[src/rtl/ce_pkg.sv]
// ce_pkg: shared types for the CE rate controller.
// Rate index, clamp limit, busy/held state encoding.
package ce_pkg;

    typedef logic [1:0] rate_idx_t;

    localparam rate_idx_t RATE_CLAMP = 2'd2;
    localparam int        ACC_W_DEF  = 32;

    // bit0 = request pending, bit1 = wrap held off
    typedef enum logic [1:0] {
        ST_RUN       = 2'b00,
        ST_PEND      = 2'b01,
        ST_HOLD      = 2'b10,
        ST_PEND_HOLD = 2'b11
    } ce_state_t;

    function automatic rate_idx_t clamp_sel(input rate_idx_t sel);
        return (sel > RATE_CLAMP) ? RATE_CLAMP : sel;
    endfunction

endpackage

[src/rtl/ce_accum.sv]
// ce_accum: fractional accumulator producing a registered CE pulse.
// A wrap that is due but held keeps the accumulator frozen.
module ce_accum
    import ce_pkg::*;
#(
    parameter logic [31:0] SYS_CLK = 32'd50_000_000,
    parameter int          ACC_W   = ACC_W_DEF
) (
    input  logic             clk,
    input  logic             reset,
    input  logic [ACC_W-1:0] inc_i,
    input  logic             hold_i,
    output logic             due_o,
    output logic             wrap_o,
    output logic             clk_en_o
);

    localparam logic [ACC_W-1:0] MOD = ACC_W'(SYS_CLK);

    logic [ACC_W-1:0] acc_q;
    logic [ACC_W-1:0] acc_d;
    logic             clk_en_q;

    always_comb begin
        due_o  = (acc_q >= MOD);
        wrap_o = due_o && !hold_i;
        acc_d  = acc_q + inc_i;
        if (wrap_o) begin
            acc_d = acc_q - MOD + inc_i;
        end else if (due_o) begin
            acc_d = acc_q;
        end
    end

    always_ff @(posedge clk) begin
        if (reset) begin
            acc_q    <= '0;
            clk_en_q <= 1'b0;
        end else begin
            acc_q    <= acc_d;
            clk_en_q <= wrap_o;
        end
    end

    assign clk_en_o = clk_en_q;

endmodule

[src/rtl/ce_rate_ctrl.sv]
// ce_rate_ctrl: CE timebase with boundary-aligned rate switching and halt.
// Define CE_STATS_EN to enable the 16-bit ce_count pulse counter.
module ce_rate_ctrl
    import ce_pkg::*;
#(
    parameter logic [31:0] SYS_CLK = 32'd50_000_000,
    parameter logic [31:0] RATE0   = 32'd894_886,
    parameter logic [31:0] RATE1   = 32'd1_789_773,
    parameter logic [31:0] RATE2   = 32'd3_579_545,
    parameter int          ACC_W   = ACC_W_DEF
) (
    input  logic        clk,
    input  logic        reset,
    input  logic [1:0]  rate_sel,
    input  logic        rate_req,
    output logic        rate_busy,
    output logic        rate_ack,
    output logic [1:0]  cur_rate,
    input  logic        halt,
    output logic        halted,
    output logic        clk_en,
    output logic [15:0] ce_count
);

    ce_state_t        state_q;
    ce_state_t        state_d;
    rate_idx_t        cur_q;
    rate_idx_t        pend_q;
    logic             apply_q;
    logic             ack_q;
    logic [ACC_W-1:0] inc;
    logic             due;
    logic             wrap;
    logic             busy;
    logic             busy_d;
    logic             held_d;

    assign busy = state_q[0];

    always_comb begin
        case (cur_q)
            2'd0:    inc = ACC_W'(RATE0);
            2'd1:    inc = ACC_W'(RATE1);
            default: inc = ACC_W'(RATE2);
        endcase
    end

    ce_accum #(
        .SYS_CLK (SYS_CLK),
        .ACC_W   (ACC_W)
    ) u_accum (
        .clk      (clk),
        .reset    (reset),
        .inc_i    (inc),
        .hold_i   (halt),
        .due_o    (due),
        .wrap_o   (wrap),
        .clk_en_o (clk_en)
    );

    // A request arriving while busy is dropped; first one wins.
    always_comb begin
        busy_d  = busy ? !wrap : rate_req;
        held_d  = due && halt;
        state_d = ce_state_t'({held_d, busy_d});
    end

    always_ff @(posedge clk) begin
        if (reset) begin
            state_q <= ST_RUN;
            cur_q   <= '0;
            pend_q  <= '0;
            apply_q <= 1'b0;
            ack_q   <= 1'b0;
        end else begin
            state_q <= state_d;
            apply_q <= wrap && busy;
            ack_q   <= apply_q;
            if (wrap && busy) begin
                cur_q <= pend_q;
            end
            if (rate_req && !busy) begin
                pend_q <= clamp_sel(rate_sel);
            end
        end
    end

    assign rate_busy = busy;
    assign halted    = state_q[1];
    assign rate_ack  = ack_q;
    assign cur_rate  = cur_q;

`ifdef CE_STATS_EN
    logic [15:0] cnt_q;

    always_ff @(posedge clk) begin
        if (reset) begin
            cnt_q <= '0;
        end else if (wrap) begin
            cnt_q <= cnt_q + 16'd1;
        end
    end

    assign ce_count = cnt_q;
`else
    assign ce_count = '0;
`endif

endmodule
[config.mk]
export PLATFORM = sky130hd
export DESIGN_NAME = ce_rate_ctrl
export DESIGN_NICKNAME = d
export VERILOG_FILES = /design/src/rtl/ce_pkg.sv /design/src/rtl/ce_accum.sv /design/src/rtl/ce_rate_ctrl.sv
export SDC_FILE = /design/constraint.sdc
export NUM_CORES = 1
export LEC_CHECK = 0
export CAP_MARGIN = 10
export CORE_MARGIN = 2
export CORE_UTILIZATION = 30
export DETAILED_ROUTE_END_ITERATION = 6
export HOLD_SLACK_MARGIN = 0.03
export PLACE_DENSITY = 0.44
export SYNTH_ARGS = -nofsm -noshare
export SYNTH_HDL_FRONTEND = slang
export SYNTH_SLANG_ARGS = --single-unit
[constraint.sdc]
create_clock -name clk -period 5.1 [get_ports clk]
set_input_delay 1.02 -clock clk [delete_from_list [all_inputs] [get_ports clk]]
set_output_delay 1.02 -clock clk [all_outputs]
set_load 0.01 [all_outputs]
==> impl_metrics.ini, run 1 <==
[clock_tree]
cts_setup_buffers = 0
numCtsBuffers = 5
clockBufferDepth = 2
hold_buffers = 0
cts_max_level = 2
cts.sinks = 41
cts_tree = built
cts_root_buf = clkbuf_16
path_clk_slew_ns = 0.07
insertion_delay_ns = 0.30
ctsResizeCount = 0

[cells_and_area]
final_layout_size_suffix_gt1_share_pct = 5.784
seqCellArea_um2 = 820.8
syn_to_final_growth_pct = 7.911
num_antenna_cells = 0
nFillCells = 1768
multiInputGateArea_um2 = 3870
final_nets = 725

[drt]
via_per_inst = 5.379
first_pass_iters = 5
wl_per_cell_um = 17.96
routed_wl_mm = 15.75
ant_nets = 0
num_vias = 4717
route.detailed.drc = 0
drt_iter0_drc = 346

[sta]
tns_ns = 0
slew_violations = 0
rsz0062_at_grt = no
finalSetupViolations = 0
fmax_ghz = 0.2265
hold_violations = 0
period_share_pct = 86.57
clock_skew_ns = 0.008050
worst_pin_slew_ns = 0.9838
fin_crit_ns = 4.415
slew_headroom_pct = 34.17

[yosys]
syn_avg_cell_area_um2 = 7.657
synth.distinct_cells = 84
synth.yosys.seq_area_share_pct = 16.22
synth_area_leader_cell = dfxtp_1
syn_area_um2 = 5061
async_flop_share_pct = 0
synth_cells = 661
yosysWarnings = 0
synth-seq-cells = 41
yosys-top-cells-count = 55 x nand2_1, 53 x ha_1, 51 x a21oi_1, 51 x nor2_1, 49 x inv_1
synthFlopType = dfxtp_1
synth.top_cell.area_share_pct = 16.22
yosysMostFrequentCell = nand2_1
synth_edf_count = 0
yosys-top-cells-area = dfxtp_1 16%, ha_1 13%, xnor2_1 5.4%, a21oi_1 5.0%, nand2_1 4.1%

[die]
fp.dieH_um = 133.9
rows = 47
core_um2 = 16520
die_w_um = 133.9
io_pins = 28
design.die.area_um2 = 17930
start_util_pct = 30.63

[critical_path]
worstSetupPathType = reg -> reg
startpoint_type = register
timing.rr.end = u_accum.acc_q[21]$_SDFFE_PP0P_
r2r-start = cur_rate[0]$_SDFFE_PP0P_
crit_path_end_kind = register
rrSetupSlack_ns = 0.69
setup.worst_path.start = cur_rate[0]$_SDFFE_PP0P_
ff2ff_path_depth = 13
critPathRequiredTime_ns = 5.32
crit_arrival_ns = 4.64
path_max_fanout = 12

[global_routing]
antenna_found_initial = 0
grt_util_all_layers_pct = 17.71
grt_pass1_wl_mm = 25.14
grt_max_degree = 45
grt_pass1_vias = 4515
overflow = 0

[hold_path]
whs_path_depth = 1
min_to = rate_ack$_SDFF_PP0_
min_path_type = reg -> reg
hp-start = apply_q$_SDFF_PP0_

[power_and_ir_drop]
power_density_nw_per_um2 = 577.9
power_mw = 3.156
ir_drop_mv = 0.2522
p_leak_nw = 2.200

[flow_run]
maxCapViolations = 0

[placement]
io_buffers = 11
gp_congestion = 0.8736
dp_hpwl_mm = 11.86

[run_status]
outcome = completed
==> layer usage <==
layer	vias to the layer above	wire length, um	global-route usage (%)
met5	-	0	0
met4	0	208	4.196
met3	17	621	2.305
met2	99	7483	30.20
met1	2262	7438	23.75
li1	2339	-	-
==> state kept, by name, summed over array words and instances (netlist names) <==
signal            count
u_accum.acc_q        32
u_accum.clk_en_o      1
apply_q               1
pend_q                2
cur_rate              2
state_q               2
rate_ack              1
==> how the worst max path moves through the flow <==
stage,endpoint,slack [ns],cells after the start
6_report,u_accum.acc_q[21]$_SDFFE_PP0P_,0.69,13
5_1_grt,u_accum.acc_q[21]$_SDFFE_PP0P_,0.43,13
4_1_cts,u_accum.acc_q[31]$_SDFFE_PP0P_,0.75,13
3_5_place_dp,u_accum.acc_q[31]$_SDFFE_PP0P_,0.79,13
3_3_place_gp,u_accum.acc_q[21]$_SDFFE_PP0P_,0.86,13
2_1_floorplan,u_accum.acc_q[21]$_SDFFE_PP0P_,1.19,15
==> layout make-up <==
class	count	area share (%)
inverter	52	3.574
timing repair buffer	17	2.749
clock buffer	5	2.291
sequential	41	15.03
tap	220	5.040
clock inverter	3	0.4582
multi-input combinational	539	70.86
==> cell usage in the layout, fill, tap and decap left out, drive strengths merged, types with 7 or more instances in the layout <==
cell type	n
nor3	12
nor2b	11
nor2	51
xnor2	33
xor2	14
o211ai	7
a31oi	13
fa	10
a211oi	21
clkdlybuf4s50	10
buf	7
conb	16
o21ai	32
a21oi	51
dfxtp	41
ha	53
nand2b	14
a21o	8
nand3	20
inv	52
nand4	7
nand2	55
==> critical path: stages, from the launching register on <==
cell and delay [ns]:
dfxtp_1 0.66, nand2b_2 0.32, inv_1 0.49, nand2b_1 0.14, ha_1 0.41, nand2_1 0.10, o41a_1 0.36, or3_1 0.38
a311oi_2 0.43, o21ai_1 0.20, a211oi_2 0.29, o21ai_0 0.13, a311o_1 0.32, a21oi_1 0.11
==> report_power, final <==
part           total [mW]  switching (mW)  leakage (nW)  internal (mW)
combinational        2.22            1.34          1.79          0.882
clock               0.345           0.161        0.0704          0.185
sequential          0.593           0.163         0.339          0.430
total                3.16            1.66          2.20           1.50
==> metrics by stage <==
step	cell area (um2)	utilization, %	hold WS (ns)	setup slack [ns]	cells
after floorplan	5117	-	0.4138	1.187	676
after global placement	5311	32.14	0.4165	0.8597	869
after detailed placement	5311	32.14	0.4287	0.7908	869
after CTS	5461	33.05	0.4467	0.7507	877
after global routing	5461	33.05	0.4672	0.4251	877
final	5461	33.05	0.4410	0.6851	877
==> kinds of logic (layout without fill, tap and decap cells) <==
group	count (synthesis)	after routing	synth area share, %
XOR/XNOR	48	48	8.875
flip-flops	41	41	16.22
adder cells (fa/ha/maj)	63	63	17.06
other	1	16	0.07409
AND/OR/NAND/NOR	210	210	20.79
multiplexers	7	7	1.409
AO/OA/AOI/OAI	195	195	27.02
buffers and inverters	96	77	8.554
Note: power is estimated with default switching activity, not from simulation.
==> inputs of run 2 (changes only) <==
- SKIP_CTS_REPAIR_TIMING: unset -> 1
==> results of run 2 <==
Same layout as run 1: the final DEF is identical, and so are final timing and power.
==> inputs of run 3 (changes only) <==
- PLACE_DENSITY: 0.44 -> unset
==> run 3 against run 2 <==
Worst hold slack better by 0.0099 ns. Critical endpoint is now u_accum.acc_q[16]$_SDFFE_PP0P_. Die area did not move. Wire length shrank 7.2%. Global-route usage is 1.0 points lower. Via count rose by 1.7%. Sequential power hardly changed. Total power shrank 0.78%. Sequential cell count stayed put.
==> impl_metrics.ini, run 3 (same netlist as run 1, synthesis figures left out) <==
[run_status]
outcome = completed

[global_routing]
antenna_found_initial = 0
grt_pass1_vias = 4637
grt_max_degree = 29
grt_use_met1_pct = 22.07
grtUsageMet2_pct = 27.41
grt_use_met3_pct = 2.457
overflow = 0
grt_busiest_layer = met2
grt_pass1_wl_mm = 24.25
grt_util_all_layers_pct = 16.69

[critical_path]
critPathSlowestCell = dfxtp_1
cp_num_buf_inv = 2
path_max_fanout = 19
critPathRequiredTime_ns = 5.28
crit_arrival_ns = 4.60
ff2ff_path_depth = 14
crit_path_end_kind = register
crit_chain = buf_4 -> nand2b_2 -> inv_1 -> xnor2_2 -> ha_1 -> nor2b_1 -> nand3_1 -> a21oi_1 -> o21ai_0 -> o21ai_0 -> a21oi_1 -> o31ai_1 -> xnor2_1 -> a2111oi_0
startpoint_type = register
cp_num_cells = 14
cpPeakStageDelay_ns = 0.43
worstSetupPathType = reg -> reg
cpLargestDelayFamily = compound AO/OA/AOI/OAI gates

[cells_and_area]
largest_reg_flops = 32
multiInputGateArea_um2 = 3870
syn_to_final_growth_pct = 8.158
final_layout_size_suffix_gt1_share_pct = 5.918
num_antenna_cells = 0
layout_commonest_cell = nand2_1
seqCellArea_um2 = 820.8
final_nets = 727
top_register = u_accum.acc_q
nFillCells = 1729
mostFrequentLayoutCells = 55 x nand2_1, 53 x ha_1, 51 x nor2_1, 51 x a21oi_1, 49 x inv_1

[die]
die_w_um = 133.9
start_util_pct = 30.63
core_um2 = 16520
design.die.area_um2 = 17930
rows = 47
fp.dieH_um = 133.9
io_pins = 28

[power_and_ir_drop]
ir_drop_mv = 0.2721
p_leak_nw = 2.209
power_mw = 3.132
power_density_nw_per_um2 = 572.1

[sta]
rsz0062_at_grt = no
period_share_pct = 86.76
worst_pin_slew_ns = 0.9873
slew_violations = 0
fmax_ghz = 0.2260
tns_ns = 0
hold_violations = 0
fin_crit_ns = 4.425
slew_headroom_pct = 33.93
clock_skew_ns = 0.007850
finalSetupViolations = 0

[drt]
first_pass_iters = 5
drt_iter0_drc = 348
route.detailed.drc = 0
ant_nets = 0
via_per_inst = 5.456
routed_wl_mm = 14.62
num_vias = 4796
wl_per_cell_um = 16.63

[flow_run]
maxCapViolations = 0

[placement]
gp_congestion = 0.9391
dp_hpwl_mm = 11.15
io_buffers = 11

[clock_tree]
cts.sinks = 41
cts_root_buf = clkbuf_16
cts_tree = built
insertion_delay_ns = 0.29
cts_max_level = 2
clockBufferDepth = 2
path_clk_slew_ns = 0.07
numCtsBuffers = 5

[hold_path]
min_path_type = reg -> reg
whs_path_depth = 1
[run 3: cell types whose count changed in the layout (fill, tap and decap cells not counted), sizes merged]
cell / change
clkdlybuf4s50: +1
inv: -1
clkinv: +1
buf: +1
[run 3: power by group]
group	switching [mW]	internal [mW]
logic	1.32	0.883
registers	0.163	0.430
clock network	0.154	0.180
[run 3: path summary, 6_finish.rpt]
check,start,endpoint,slack (ns)
max reg2reg,cur_rate[1]$_SDFFE_PP0P_,u_accum.acc_q[16]$_SDFFE_PP0P_,0.68
min,apply_q$_SDFF_PP0_,rate_ack$_SDFF_PP0_,0.45
min reg2reg,apply_q$_SDFF_PP0_,rate_ack$_SDFF_PP0_,0.45
max,cur_rate[1]$_SDFFE_PP0P_,u_accum.acc_q[16]$_SDFFE_PP0P_,0.68
[run 3: layout make-up]
type                       count  share of cell area (%)
clock buffer                   5                   2.286
clock inverter                 3                  0.3200
inverter                      52                   3.566
multi-input combinational    539                   70.70
sequential                    41                   14.99
tap                          220                   5.029
timing repair buffer          19                   3.109
[run 3: stage by stage]
stage	setup slack [ns]	area [um2]	util (%)	hold WS, ns	std cells
2_1_floorplan	1.187	5117	-	0.4138	676
3_3_place_gp	0.7714	5331	32.26	0.4240	871
3_5_place_dp	0.7465	5331	32.26	0.4446	871
4_1_cts	0.7056	5474	33.13	0.4573	879
5_1_grt	0.1502	5474	33.13	0.4671	879
6_report	0.6753	5474	33.13	0.4509	879
[run 3: worst register-to-register path: cells and delay by family (launching register included)]
family	cells	cell delay, ns
AO/OA/AOI/OAI	6	1.89
XOR/XNOR	2	0.36
adder cells (fa/ha/maj)	1	0.39
buffers and inverters	2	0.61
flip-flops	1	0.43
AND/OR/NAND/NOR	3	0.63
[run 3: layer usage]
metal	vias up	wire length (um)
met3	26	900
met5	-	0
met1	2268	6604
met4	0	461
li1	2343	-
met2	159	6653
